[config.mk]
export PLATFORM = sky130hd
export DESIGN_NAME = pc_sequencer
export DESIGN_NICKNAME = d
export VERILOG_FILES = /design/src/rtl/legv8_pkg.sv /design/src/rtl/next_pc_calc.sv /design/src/rtl/pc_sequencer.sv
export SDC_FILE = /design/constraint.sdc
export NUM_CORES = 1
export LEC_CHECK = 0
export CAP_MARGIN = 0
export CORE_ASPECT_RATIO = 0.5
export CORE_MARGIN = 1.5
export CORE_UTILIZATION = 47
export DETAILED_ROUTE_END_ITERATION = 8
export HOLD_SLACK_MARGIN = 0.12
export PLACE_DENSITY = 0.9
export SYNTH_ARGS = -nofsm -noshare
export SYNTH_HDL_FRONTEND = slang
export SYNTH_SLANG_ARGS = --single-unit
[constraint.sdc]
create_clock -name clock -period 4 [get_ports clock]
set_input_delay 0.4 -clock clock [delete_from_list [all_inputs] [get_ports clock]]
set_output_delay 0.4 -clock clock [all_outputs]
set_load 0.02 [all_outputs]
[src/rtl/legv8_pkg.sv]
// legv8_pkg: shared types, widths and helpers for the LEGv8 fetch path.
//   pc_state_t   : sequencer state (IDLE, RUN, HALT)
//   PC_W         : program-counter / word-index width
//   RETIRE_W     : retired-instruction counter width
//   sext_imm26() : sign-extend a B-type word offset to PC_W bits
//   sext_imm19() : sign-extend a conditional-branch word offset to PC_W bits
package legv8_pkg;

  localparam int unsigned PC_W     = 64;
  localparam int unsigned RETIRE_W = 32;

  typedef enum logic [1:0] {
    IDLE,
    RUN,
    HALT
  } pc_state_t;

  function automatic logic [PC_W-1:0] sext_imm26(input logic [25:0] imm);
    return {{(PC_W-26){imm[25]}}, imm};
  endfunction

  function automatic logic [PC_W-1:0] sext_imm19(input logic [18:0] imm);
    return {{(PC_W-19){imm[18]}}, imm};
  endfunction

endpackage

[src/rtl/next_pc_calc.sv]
// next_pc_calc: combinational next-word-index selection and range check.
//   counter       : current word index
//   br_reg        : BR, target = reg_target >> 2 (highest priority)
//   br_uncond     : B/BL, target = counter + sext(imm26)
//   br_cond_taken : taken conditional, target = counter + sext(imm19)
//   (none)        : sequential, target = counter + 1
//   next_idx      : selected target (all sums modulo 2^64)
//   range_err     : selected target, unsigned, is >= ROM_DEPTH
module next_pc_calc
  import legv8_pkg::*;
#(
  parameter int unsigned ROM_DEPTH = 32
) (
  input  logic [PC_W-1:0] counter,
  input  logic            br_reg,
  input  logic            br_uncond,
  input  logic            br_cond_taken,
  input  logic [25:0]     imm26,
  input  logic [18:0]     imm19,
  input  logic [PC_W-1:0] reg_target,
  output logic [PC_W-1:0] next_idx,
  output logic            range_err
);

  logic [PC_W-1:0] target;

  always_comb begin
    target = counter + PC_W'(1);
    if (br_reg) begin
      target = reg_target >> 2;
    end else if (br_uncond) begin
      target = counter + sext_imm26(imm26);
    end else if (br_cond_taken) begin
      target = counter + sext_imm19(imm19);
    end
    next_idx  = target;
    // Unsigned compare also catches negative offsets that wrapped.
    range_err = (target >= PC_W'(ROM_DEPTH));
  end

endmodule

[src/rtl/pc_sequencer.sv]
// pc_sequencer: program counter and fetch sequencer for the single-cycle LEGv8.
//   clock, reset_n  : clock (posedge) and asynchronous active-low reset
//   start           : IDLE/HALT -> RUN, reloads RESET_PC, clears counters
//   stall           : hold everything this cycle (RUN only)
//   halt_req        : HALT decoded at the current PC
//   br_uncond, br_cond_taken, br_reg, imm26, imm19, reg_target : branch controls
//   counter         : current word index into the instruction ROM
//   running, halted : registered state flags
//   out_of_range    : sticky, HALT entered because the target was invalid
//   retired         : saturating count of instructions retired since start
module pc_sequencer
  import legv8_pkg::*;
#(
  parameter int unsigned ROM_DEPTH = 32,
  parameter int unsigned RESET_PC  = 0
) (
  input  logic                clock,
  input  logic                reset_n,
  input  logic                start,
  input  logic                stall,
  input  logic                halt_req,
  input  logic                br_uncond,
  input  logic                br_cond_taken,
  input  logic                br_reg,
  input  logic [25:0]         imm26,
  input  logic [18:0]         imm19,
  input  logic [PC_W-1:0]     reg_target,
  output logic [PC_W-1:0]     counter,
  output logic                running,
  output logic                halted,
  output logic                out_of_range,
  output logic [RETIRE_W-1:0] retired
);

  pc_state_t       state;
  logic [PC_W-1:0] next_idx;
  logic            range_err;

  next_pc_calc #(
    .ROM_DEPTH(ROM_DEPTH)
  ) u_next_pc_calc (
    .counter      (counter),
    .br_reg       (br_reg),
    .br_uncond    (br_uncond),
    .br_cond_taken(br_cond_taken),
    .imm26        (imm26),
    .imm19        (imm19),
    .reg_target   (reg_target),
    .next_idx     (next_idx),
    .range_err    (range_err)
  );

  always_ff @(posedge clock or negedge reset_n) begin
    if (!reset_n) begin
      state        <= IDLE;
      counter      <= PC_W'(RESET_PC);
      retired      <= '0;
      out_of_range <= 1'b0;
      running      <= 1'b0;
      halted       <= 1'b0;
    end else begin
      case (state)
        IDLE, HALT: begin
          if (start) begin
            state        <= RUN;
            counter      <= PC_W'(RESET_PC);
            retired      <= '0;
            out_of_range <= 1'b0;
            running      <= 1'b1;
            halted       <= 1'b0;
          end
        end
        RUN: begin
          if (!stall) begin
            // The halting cycle still retires an instruction.
            if (retired != '1) begin
              retired <= retired + RETIRE_W'(1);
            end
            if (halt_req) begin
              state   <= HALT;
              running <= 1'b0;
              halted  <= 1'b1;
            end else if (range_err) begin
              state        <= HALT;
              running      <= 1'b0;
              halted       <= 1'b1;
              out_of_range <= 1'b1;
            end else begin
              counter <= next_idx;
            end
          end
        end
        default: begin
          state   <= IDLE;
          running <= 1'b0;
          halted  <= 1'b0;
        end
      endcase
    end
  end

endmodule

==> impl_results.md, run 1 <==
- Post-synth top cells: nand2_1, o21ai_0, nor2_1
- Cts-stage hold buffer count: 0
- Gr ovfl total: around 160
- Placement Cell Area: roughly 14000 um^2
- Gr usage total: around four fifths
- # H-tree levels: 3
- Io pins: 216
- Largest family of logic cells by synthesized area: compound AO/OA/AOI/OAI gates
- Post-synth ARST share: 100%
- Largest net degree at the start of global routing: around 70
- Post-synthesis register bit count: 100
- Biggest area consumer among synthesized cells: dfrtp_1
- Yosys warnings: 0
- Yosys top cell area share: between 20% and 30%
- Post-synthesis sequential area ratio: roughly a quarter
- Top cells by area, synth: dfrtp_1, nand2_1, ha_1
- Cts bufs inserted: 9
- Die Width: a little over 200 um
- Post-synth EDFFs: 0
- Port bufs: 213
- GP Congestion: ~1.2
- Number of clock sinks: 100
- Cells after synthesis: approximately 1300
- Mux cell area share after synthesis: approximately 1.0%
- Post-synth cell types: 87
- Stop err: [ERROR GRT-0232] Routing congestion too high. Check the congestion heatmap in the GUI.
- Compound-Gate Fraction of Synth Area: between 20% and 30%
- Mean post-synth cell area: about 7.5 um^2
- DP Wirelength: roughly 32000 um
- Mapped cell area: roughly 9500 um^2
- Status: did not finish
- Synth Area in Adders: 8.67%
- Root Driver: clkbuf_16
- Clk buf depth: 2
- Post-Synth Simple-Gate Area: between 20% and 30%
- Initial cell density of the core: around half
- Die Span Y: approximately 100 um
- Most frequent cell after synthesis: nand2_1
- Syn Nets: between 1000 and 1500
- Xor/xnor share of the synthesized area: 6.02%
- Last stage: global routing
- Ys flop type: dfrtp_1
- # rows: 36
[kinds of logic after synthesis]
logic type | Yosys count
XOR/XNOR | 65
AO/OA/AOI/OAI | 407
adder cells (fa/ha/maj) | 65
buffers and inverters | 82
flip-flops | 100
multiplexers | 9
AND/OR/NAND/NOR | 530
[per-stage QoR]
stage	worst slack (ns)	util, %	std cells	setup TNS, ns
detailed placement	-1.57	73.2	2016	-100.62
floorplan	-0.641	-	1258	-37.63
global placement	-1.29	73.2	2016	-83.30
CTS	-0.521	79.5	2053	-29.79
[what timing repair did]
action / CTS
endpoints found under the setup margin: 68
cloned: 5
resized for setup: 178
setup buffers: 17
pin swaps: 65
[metal layers]
metal  overflow  global-route usage (%)
met5          0                    57.1
met4         55                    77.4
met3          8                    73.5
met2         92                    94.3
met1          7                    78.2
==> run 2, diff against run 1 <==
- CORE_ASPECT_RATIO: 0.5 -> not set
- CORE_UTILIZATION: 47 -> 33
- HOLD_SLACK_MARGIN: 0.12 -> not set
- PLACE_DENSITY: 0.9 -> not set
- PLACE_DENSITY_LB_ADDON: not set -> 0.15
- clock period: 4 -> 5.2 ns (I/O delays scaled with it)
==> impl_results.md, run 2 <==
- Gr usage total: roughly a quarter
- Clock Skew: around 0.015 ns
- Crit path kind: in -> reg
- Fin. Hold Viols: 0
- # setup viols final: 0
- Gr ovfl total: 0
- Cts bufs inserted: 9
- Cells on worst reg2reg path: 17
- Max-slew headroom: 33.3%
- Cts-stage hold buffer count: 0
- Worst-path clk slew: ~0.090 ns
- Final Power: approximately 4.7 mW
- Crit share post-route: 98.0%
- Post-synth cell types: a little under 90
- Critical Path RT: between 5 and 6 ns
- # Max-Cap Violations: 0
- Cells after synthesis: approximately 1300
- Layout cells sized above 1: a little under a quarter
- Worst Path Arrival: about 5.4 ns
- Initial cell density of the core: between 30% and 40%
- Commonest non-fill, non-tap cells in the layout: buf_4, nand2_1, clkdlybuf4s50_1
- Largest net degree at the start of global routing: 57
- Vias in the first global route: about 11000
- Clk buf depth: 2
- First drt pass iteration count: 5
- Crit path capture type: register
- # nets final: around 1900
- Worst min path class: in -> async
- Max reg flops: 64
- Area Growth Syn to Fin: 56.8%
- Register with the most flip-flops: counter
- Leakage power: ~6.4 nW
- CP Max Fanout: 8
- # H-tree levels: 3
- Top Registers: counter (64), retired (32)
- Die Width: about 170 um
- Yosys warnings: 0
- Biggest area consumer among synthesized cells: dfrtp_1
- Core ar.: 28000 um^2
- Root Driver: clkbuf_16
- Worst IR drop on VDD: 0.204 mV
- Syn Nets: 1440
- CTS tree: yes
- Skew-Pair Late Insertion Delay: approximately 0.37 ns
- Post-synth top cells: nand2_1, o21ai_0, nor2_1
- Ys flop type: dfrtp_1
- Pwr Density: between 300 and 400 nW/um^2
- Drt drc: 0
- Pre-CTS setup slack: -0.403 ns
- First-pass GRT wire length: between 50000 and 60000 um
- Mapped cell area: 9460 um^2
- Initial antenna violation count: 0
- Die Span Y: approximately 170 um
- Post-synth ARST share: 100%
- Post-route setup slack: between 0.1 and 0.15 ns
- Max frequency: roughly 200 MHz
- Type of element launching the critical path: primary input
- DP Wirelength: between 20000 and 30000 um
- Commonest non-fill, non-tap cell in the layout: buf_4
- Full die area: about 30000 um^2
- GP Congestion: roughly 0.93
- Min cycle time layout: 5.10 ns
- Most frequent cell after synthesis: nand2_1
- Status: finished, final reports clean
- Final antenna-violating net count: 0
- Post-synth EDFFs: 0
- Mean post-synth cell area: ~7.5 um^2
- Port bufs: roughly 210
- Top cells by area, synth: dfrtp_1, nand2_1, ha_1
- Number of clock sinks: 100
- # rows: between 60 and 70
- DR iter-0 viols: approximately 640
- Wire per inst: roughly 17 um
- Post-DR vias/cell: ~5.3
- Io pins: around 220
- Worst Max-Slew Pin Slew: approximately 1 ns
- Antenna diodes: 0
- Vias: roughly 11000
- Yosys top cell area share: 26.4%
- Fillcell total: 2712
- Post-synthesis register bit count: 100
- Post-synthesis sequential area ratio: between 20% and 30%
- Total routed wirelength: roughly 37000 um
- Pins Over Slew Limit: 0
## run 2: stage by stage
step                std cells  instance area, um^2  util [%]  setup TNS, ns  hold WS, ns
floorplan                1258                 9470         -              0        0.224
global placement         2077                14000      50.0         -19.61        0.498
detailed placement       2077                14000      50.0         -22.77        0.514
CTS                      2093                14300      51.2              0        0.227
global route             2105                14800      53.0         -0.315        0.274
finish                   2105                14800      53.0              0        0.196
## run 2: report_power, final
part           leakage [nW]  internal (mW)  switching [mW]  total (mW)
Clock                 0.152          0.347           0.394       0.742
Combinational          4.91           1.30            1.56        2.86
Sequential             1.37          0.915           0.190        1.10
Total                  6.44           2.56            2.15        4.71
## run 2: final timing paths
path                               startpoint     endpoint  slack [ns]
worst max-delay path            br_cond_taken   counter[0]        0.10
worst min-delay path                  reset_n  counter[18]        0.20
worst max register to register     counter[0]   counter[0]        0.62
worst min register to register     retired[0]   retired[0]        0.53
max in group asynchronous             reset_n     state[0]        3.88
min in group clock                 retired[0]   retired[0]        0.53
## run 2: cells by family after synthesis
group	Yosys count	synth area share [%]
xor gates and xnor gates	65	6.02
and+or+nand+nor	530	25.9
buffers and inverters	82	3.77
AOI/OAI and AO/OA	407	28.2
adders and majority gates	65	8.67
DFF	100	26.4
muxes	9	1.00
## run 2: worst max-delay path, stage by stage
cell	delay, ns
clkdlybuf4s50_1	0.46
nor2b_4	0.16
buf_6	0.14
a21oi_2	0.06
ha_2	0.17
inv_1	0.07
fa_2	0.20
and2b_1	0.21
buf_4	0.15
o2111ai_4	0.22
buf_6	0.14
a21oi_2	0.05
or3_1	0.35
a221o_1	0.34
nor4b_4	0.28
a32oi_2	0.18
a2111oi_4	0.35
o2111ai_1	0.16
a2111o_1	0.43
or4b_4	0.60
o21ai_2	0.16
## run 2: metal layers
metal | GRT usage [%] | part of all wire (%) | up-vias
met4 | 7.15 | 2.4 | 0
met5 | 0 | 0 | -
li1 | - | - | 5547
met3 | 3.62 | 4.5 | 47
met2 | 40.5 | 47 | 274
met1 | 33.0 | 47 | 5289
## run 2: final cells by class
type	instances	area (um^2)	area share [%]
sequential	100	2500	16.9
inverter	24	90.1	0.607
clock inverter	7	91.3	0.616
clock buffer	9	225	1.52
tap	378	473	3.19
timing repair buffer	511	4440	29.9
multi-input combinational	1076	7010	47.3
## run 2: timing repair
item,CTS,global route
pin swaps,1,26
buffers inserted,0,11
cloned,0,1
endpoints found under the setup margin,3,68
gates resized for setup,2,89
(Power assumes the default switching activity.)
==> run 3, diff against run 2 <==
- CELL_PAD_IN_SITES_DETAIL_PLACEMENT: not set -> 0
- CELL_PAD_IN_SITES_GLOBAL_PLACEMENT: not set -> 1
==> impl_results.md, run 3 (synthesis gave the netlist of run 2 again) <==
- Worst setup path start: br_uncond
- Type of element launching the critical path: primary input
- Gr ovfl total: 0
- Number of clock sinks: 100
- Worst R2R Start: counter[0]
- Placement Cell Area: around 14000 um^2
- Worst Max-Slew Pin Slew: between 0.9 and 1 ns
- # Max-Cap Violations: 0
- Worst Path Arrival: between 5 and 6 ns
- Port bufs: 213
- Pins Over Slew Limit: 0
- Initial cell density of the core: 33.8%
- Worst IR drop on VDD: between 0.2 and 0.25 mV
- Pwr Density: approximately 310 nW/um^2
- Gr usage total: 25.3%
- Max-slew headroom: 34.8%
- Crit path capture type: register
- Core ar.: 28000 um^2
- CTS tree: yes
- Critical Path RT: roughly 5.5 ns
- Final Power: around 4.8 mW
- Crit share post-route: about 95%
- CP Max Fanout: 10
- Area Growth Syn to Fin: 62.3%
- RSZ-0062 raised after global routing: no
- DP Wirelength: about 30000 um
- Final antenna-violating net count: 0
- Status: finished, final reports clean
- Die Span Y: about 170 um
- Root Driver: clkbuf_16
- Drt drc: 0
- Antenna diodes: 0
- # setup viols final: 0
- R2r setup slk: 0.56 ns
- Setup TNS: 0 ns
- Commonest non-fill, non-tap cell in the layout: buf_4
- Min cycle time layout: slightly below 5 ns
- Busiest grt layer: met2
- M1 GR Usage: 33.1%
- Max frequency: about 200 MHz
- Placed insts: 2095
- Vias: 11400
- First-pass GRT wire length: 58100 um
- Worst-path clk slew: 0.10 ns
- Cells on worst reg2reg path: 17
- Post-DR vias/cell: between 5 and 6
- R2r endpoint: counter[1]
- GP Congestion: 0.935
- Hold slack: 0.199 ns
- Fraction of met3 tracks used by global routing: under 10%
- Crit path kind: in -> reg
- Clk buf depth: 2
- Initial antenna violation count: 0
- Fin area: about 15000 um^2
- Max reg flops: 64
- # H-tree levels: 3
- Cts bufs inserted: 9
- Top Registers: counter (64), retired (32)
- Fin. Hold Viols: 0
- Clock Skew: 0.0181 ns
- Io pins: approximately 220
- Layout cells sized above 1: around 27%
- First drt pass iteration count: 4
- Wire per inst: between 15 and 20 um
- Total routed wirelength: 39400 um
- # rows: slightly above 60
- Commonest non-fill, non-tap cells in the layout: buf_4, nand2_1, clkdlybuf4s50_1
- Leakage power: 6.65 nW
- Vias in the first global route: roughly 11000
- M2 GR Usage: a little over two fifths
- DR iter-0 viols: 622
- Register with the most flip-flops: counter
- Cts-stage hold buffer count: 0
- Worst min path class: in -> async
- Full die area: 29700 um^2
- Die Width: 172 um
- Skew-Pair Late Insertion Delay: ~0.38 ns
- Final std cells w/o fill: between 2000 and 2500
- Largest net degree at the start of global routing: 58
- # nets final: between 1500 and 2000
[run 3: layer usage]
layer  up-vias  wire [um]
met5         -          0
met4         0       1000
met3        45       1660
met2       289      18600
met1      5432      18200
li1       5606          -
[run 3: metrics by stage]
stage / worst slack [ns] / utilization (%)
floorplan: 0.0222 / -
global placement: -0.616 / 50.6
detailed placement: -0.545 / 50.6
CTS: 0.00210 / 51.9
global route: 0.0661 / 54.8
finish: 0.261 / 54.8
[run 3: layout make-up]
class / instances / area, um^2
fillers: 2705 / 12700
multi-input cells: 1077 / 7200
flip-flops and latches: 100 / 2500
inverters: 24 / 90.1
clock buffers: 9 / 225
repair buffers: 539 / 4770
well taps: 378 / 473
clock inverters: 7 / 93.8
[run 3: worst max path at each step]
stage	end	slack (ns)	cells past startpoint
after floorplan	counter[0]	0.02	20
after global placement	counter[1]	-0.62	19
after detailed placement	counter[0]	-0.55	19
after CTS	counter[1]	0.002	20
after global routing	counter[1]	0.07	21
final	counter[1]	0.26	19
[run 3: critical path, stage by stage]
cell and delay [ns]:
dlymetal6s2s_1 0.18, buf_4 0.19, buf_4 0.17, a22o_1 0.22, ha_1 0.30, buf_4 0.17
a21oi_2 0.18, o21ai_1 0.13, a221oi_4 0.37, a21oi_2 0.10, or3_1 0.31, a211o_1 0.32
o31a_1 0.36, a2111oi_4 0.28, o2111ai_1 0.15, a2111o_1 0.41, buf_6 0.14, or4b_4 0.58
o21ai_2 0.15
[run 3: report_power, final]
| group | internal [mW] | switching, mW |
|---|---|---|
| sequential | 0.915 | 0.200 |
| clock | 0.350 | 0.422 |
| combinational | 1.33 | 1.59 |
| total | 2.60 | 2.21 |
[run 3: timing repair]
item                                    in CTS  in global routing
gates cloned                                 0                  7
endpoints found under the hold margin        0                  0
buffers inserted                             0                 17
pin swaps                                    0                 36
resized for setup                            8                129
endpoints found under the setup margin      65                 68
==> run 4, diff against run 3 <==
- CTS_BUF_LIST: not set -> sky130_fd_sc_hd__clkbuf_2
==> impl_results.md, run 4 (synthesis gave the netlist of run 2 again) <==
- Status: finished, final reports clean
- Leakage power: 6.35 nW
- # nets final: ~1900
- Final antenna-violating net count: 0
- Gr usage total: between 20 and 30%
- Number of clock sinks: 100
- CTS tree: yes
- Gr ovfl total: 0
- R2r setup slk: between 0.4 and 0.5 ns
- Worst R2R Start: counter[0]
- Wire per inst: around 17 um
- RSZ-0062 raised after global routing: no
- # H-tree levels: 3
- First-pass GRT wire length: a little under 60000 um
- Port bufs: between 200 and 250
- Crit path kind: in -> reg
- # Max-Cap Violations: 0
- Cts bufs inserted: 9
- Full die area: 29700 um^2
- Clk buf depth: 2
- DR iter-0 viols: about 580
- Worst setup path start: br_uncond
- M2 GR Usage: between 40 and 50%
- Worst min path class: in -> async
- Vias in the first global route: 10900
- Max reg flops: 64
- DP Wirelength: ~30000 um
- Crit path to: counter[1]
- Total routed wirelength: 36600 um
- M1 GR Usage: 33.0%
- First drt pass iteration count: 5
- Layout cells sized above 1: between 20% and 30%
- Initial cell density of the core: 33.8%
- Top Registers: counter (64), retired (32)
- Largest net degree at the start of global routing: 58
- Fraction of met3 tracks used by global routing: 3.32%
- Min cycle time layout: about 4.9 ns
- Pwr Density: between 300 and 400 nW/um^2
- Io pins: approximately 220
- Max frequency: between 200 and 250 MHz
- Type of element launching the critical path: primary input
- Critical Path RT: between 5 and 6 ns
- GP Congestion: approximately 0.93
- Max stage delay on crit path: 0.53 ns
- Fin. Hold Viols: 0
- Cells on worst reg2reg path: 17
- Commonest non-fill, non-tap cell in the layout: buf_4
- Crit share post-route: a little over nine tenths
- Worst IR drop on VDD: roughly 0.21 mV
- Drt drc: 0
- # rows: between 60 and 70
- Busiest grt layer: met2
- Max-slew headroom: approximately 36%
- Root Driver: clkbuf_2
- WP buf/inv: 6
- Critical path's top delay family: compound AO/OA/AOI/OAI gates
- Crit path capture type: register
- Register with the most flip-flops: counter
- Skew-Pair Late Insertion Delay: around 0.72 ns
- Stages on the worst setup path: 21
- Die Width: 172 um
- CP most frequent cell: buf_4
- Commonest non-fill, non-tap cells in the layout: buf_4, nand2_1, clkdlybuf4s50_1
- CP Max Fanout: 8
- Pins Over Slew Limit: 0
- R2r endpoint: counter[1]
- Worst Max-Slew Pin Slew: just under 1 ns
- Vias: roughly 11000
- Post-CTS setup buffer count: 0
- Post-DR vias/cell: about 5.2
- Die Span Y: 172 um
- Worst Path Arrival: between 5 and 6 ns
- Core ar.: 28000 um^2
- Finished Core Util: about half
- Area Growth Syn to Fin: 51.4%
- Worst path cell trace: clkdlybuf4s50_1 > nor2b_1 > buf_4 > buf_4 > a22o_1 > ha_1 > buf_4 > or2_2 > o311a_1 > o2111ai_1 > o311ai_4 > buf_12 > a31oi_1 > mux2i_1 > buf_4 > nand2b_4 > a2111oi_4 > o2111ai_1 > a2111o_1 > or4b_4 > o21ai_1
- # setup viols final: 0
- CP max-delay cell: clkdlybuf4s50_1
- Setup TNS: 0 ns
- Clock Skew: between 0.06 and 0.07 ns
- Worst-path clk slew: about 0.43 ns
- Initial antenna violation count: 1
[run 4: cell count changes in the layout (fill, tap and decap cells not counted), moves of 6 or more]
cell	change
o21ai_0	+20
a21oi_1	+17
a21oi_2	-17
clkbuf_16	-13
o21ai_1	-11
buf_6	-9
clkbuf_2	+9
o21ai_2	-8
buf_4	-7
ha_1	+7
a211oi_1	+6
a31oi_1	+6
nor2_1	+6
nor4_1	+6
[run 4: layout make-up]
cell class / instances / area, um^2
Multi-Input combinational cell: 1076 / 6640
Antenna cell: 1 / 2.50
Sequential cell: 100 / 2500
Tap cell: 378 / 473
Clock buffer: 9 / 45.0
Fill cell: 2796 / 13700
Clock inverter: 7 / 93.8
Inverter: 24 / 90.1
Timing Repair Buffer: 518 / 4480
[run 4: through the flow]
step	instance area (um^2)	total power, mW	instances	setup slack [ns]	hold slack, ns
detailed placement	14200	3.88	2095	-0.545	0.513
finish	14300	4.36	2113	0.258	0.312
global placement	14200	3.86	2095	-0.616	0.500
CTS	14300	4.38	2112	0.212	0.294
global route	14300	4.69	2113	0.0000719	0.350
floorplan	9470	2.50	1258	0.0222	0.224
[run 4: worst register-to-register path: stages, from the launching register on]
cell and delay (ns):
dfrtp_1 0.54, ha_1 0.21, inv_1 0.06, fa_1 0.37, and2b_1 0.29, o311a_1 0.27, o21ai_0 0.19, a2111oi_2 0.41
buf_4 0.19, buf_4 0.11, nor3_1 0.04, o21ai_0 0.27, xnor2_1 0.25, o211a_1 0.22, o2111ai_1 0.12, a2111o_1 0.44
or4b_4 0.53, o21ai_1 0.15
[run 4: routing by layer]
| metal | routed length, um | vias to the layer above |
|---|---|---|
| met2 | 17100 | 251 |
| met5 | 0 | - |
| met3 | 1450 | 44 |
| met1 | 17200 | 5198 |
| met4 | 930 | 0 |
| li1 | - | 5555 |
[run 4: worst min-delay path by stage]
stage	start	slack [ns]	endpoint	cells after the start
floorplan	reset_n	0.22	counter[0]	0
global placement	out_of_range	0.50	out_of_range	2
detailed placement	out_of_range	0.51	out_of_range	2
CTS	reset_n	0.29	counter[46]	2
global route	reset_n	0.35	counter[45]	2
finish	reset_n	0.31	counter[45]	2
[run 4: repair_timing]
item | 4_1_cts | 5_1_grt
hold buffers | 1 | 0
endpoints found under the hold margin | 56 | 0
setup endpoints to repair | 0 | 65
gates resized for setup | 0 | 3
[run 4: where the power goes]
part / switching (mW) / leakage, nW / internal, mW
registers: 0.195 / 1.37 / 0.916
logic: 1.50 / 4.89 / 1.28
clock network: 0.382 / 0.0797 / 0.0893
total: 2.07 / 6.35 / 2.28
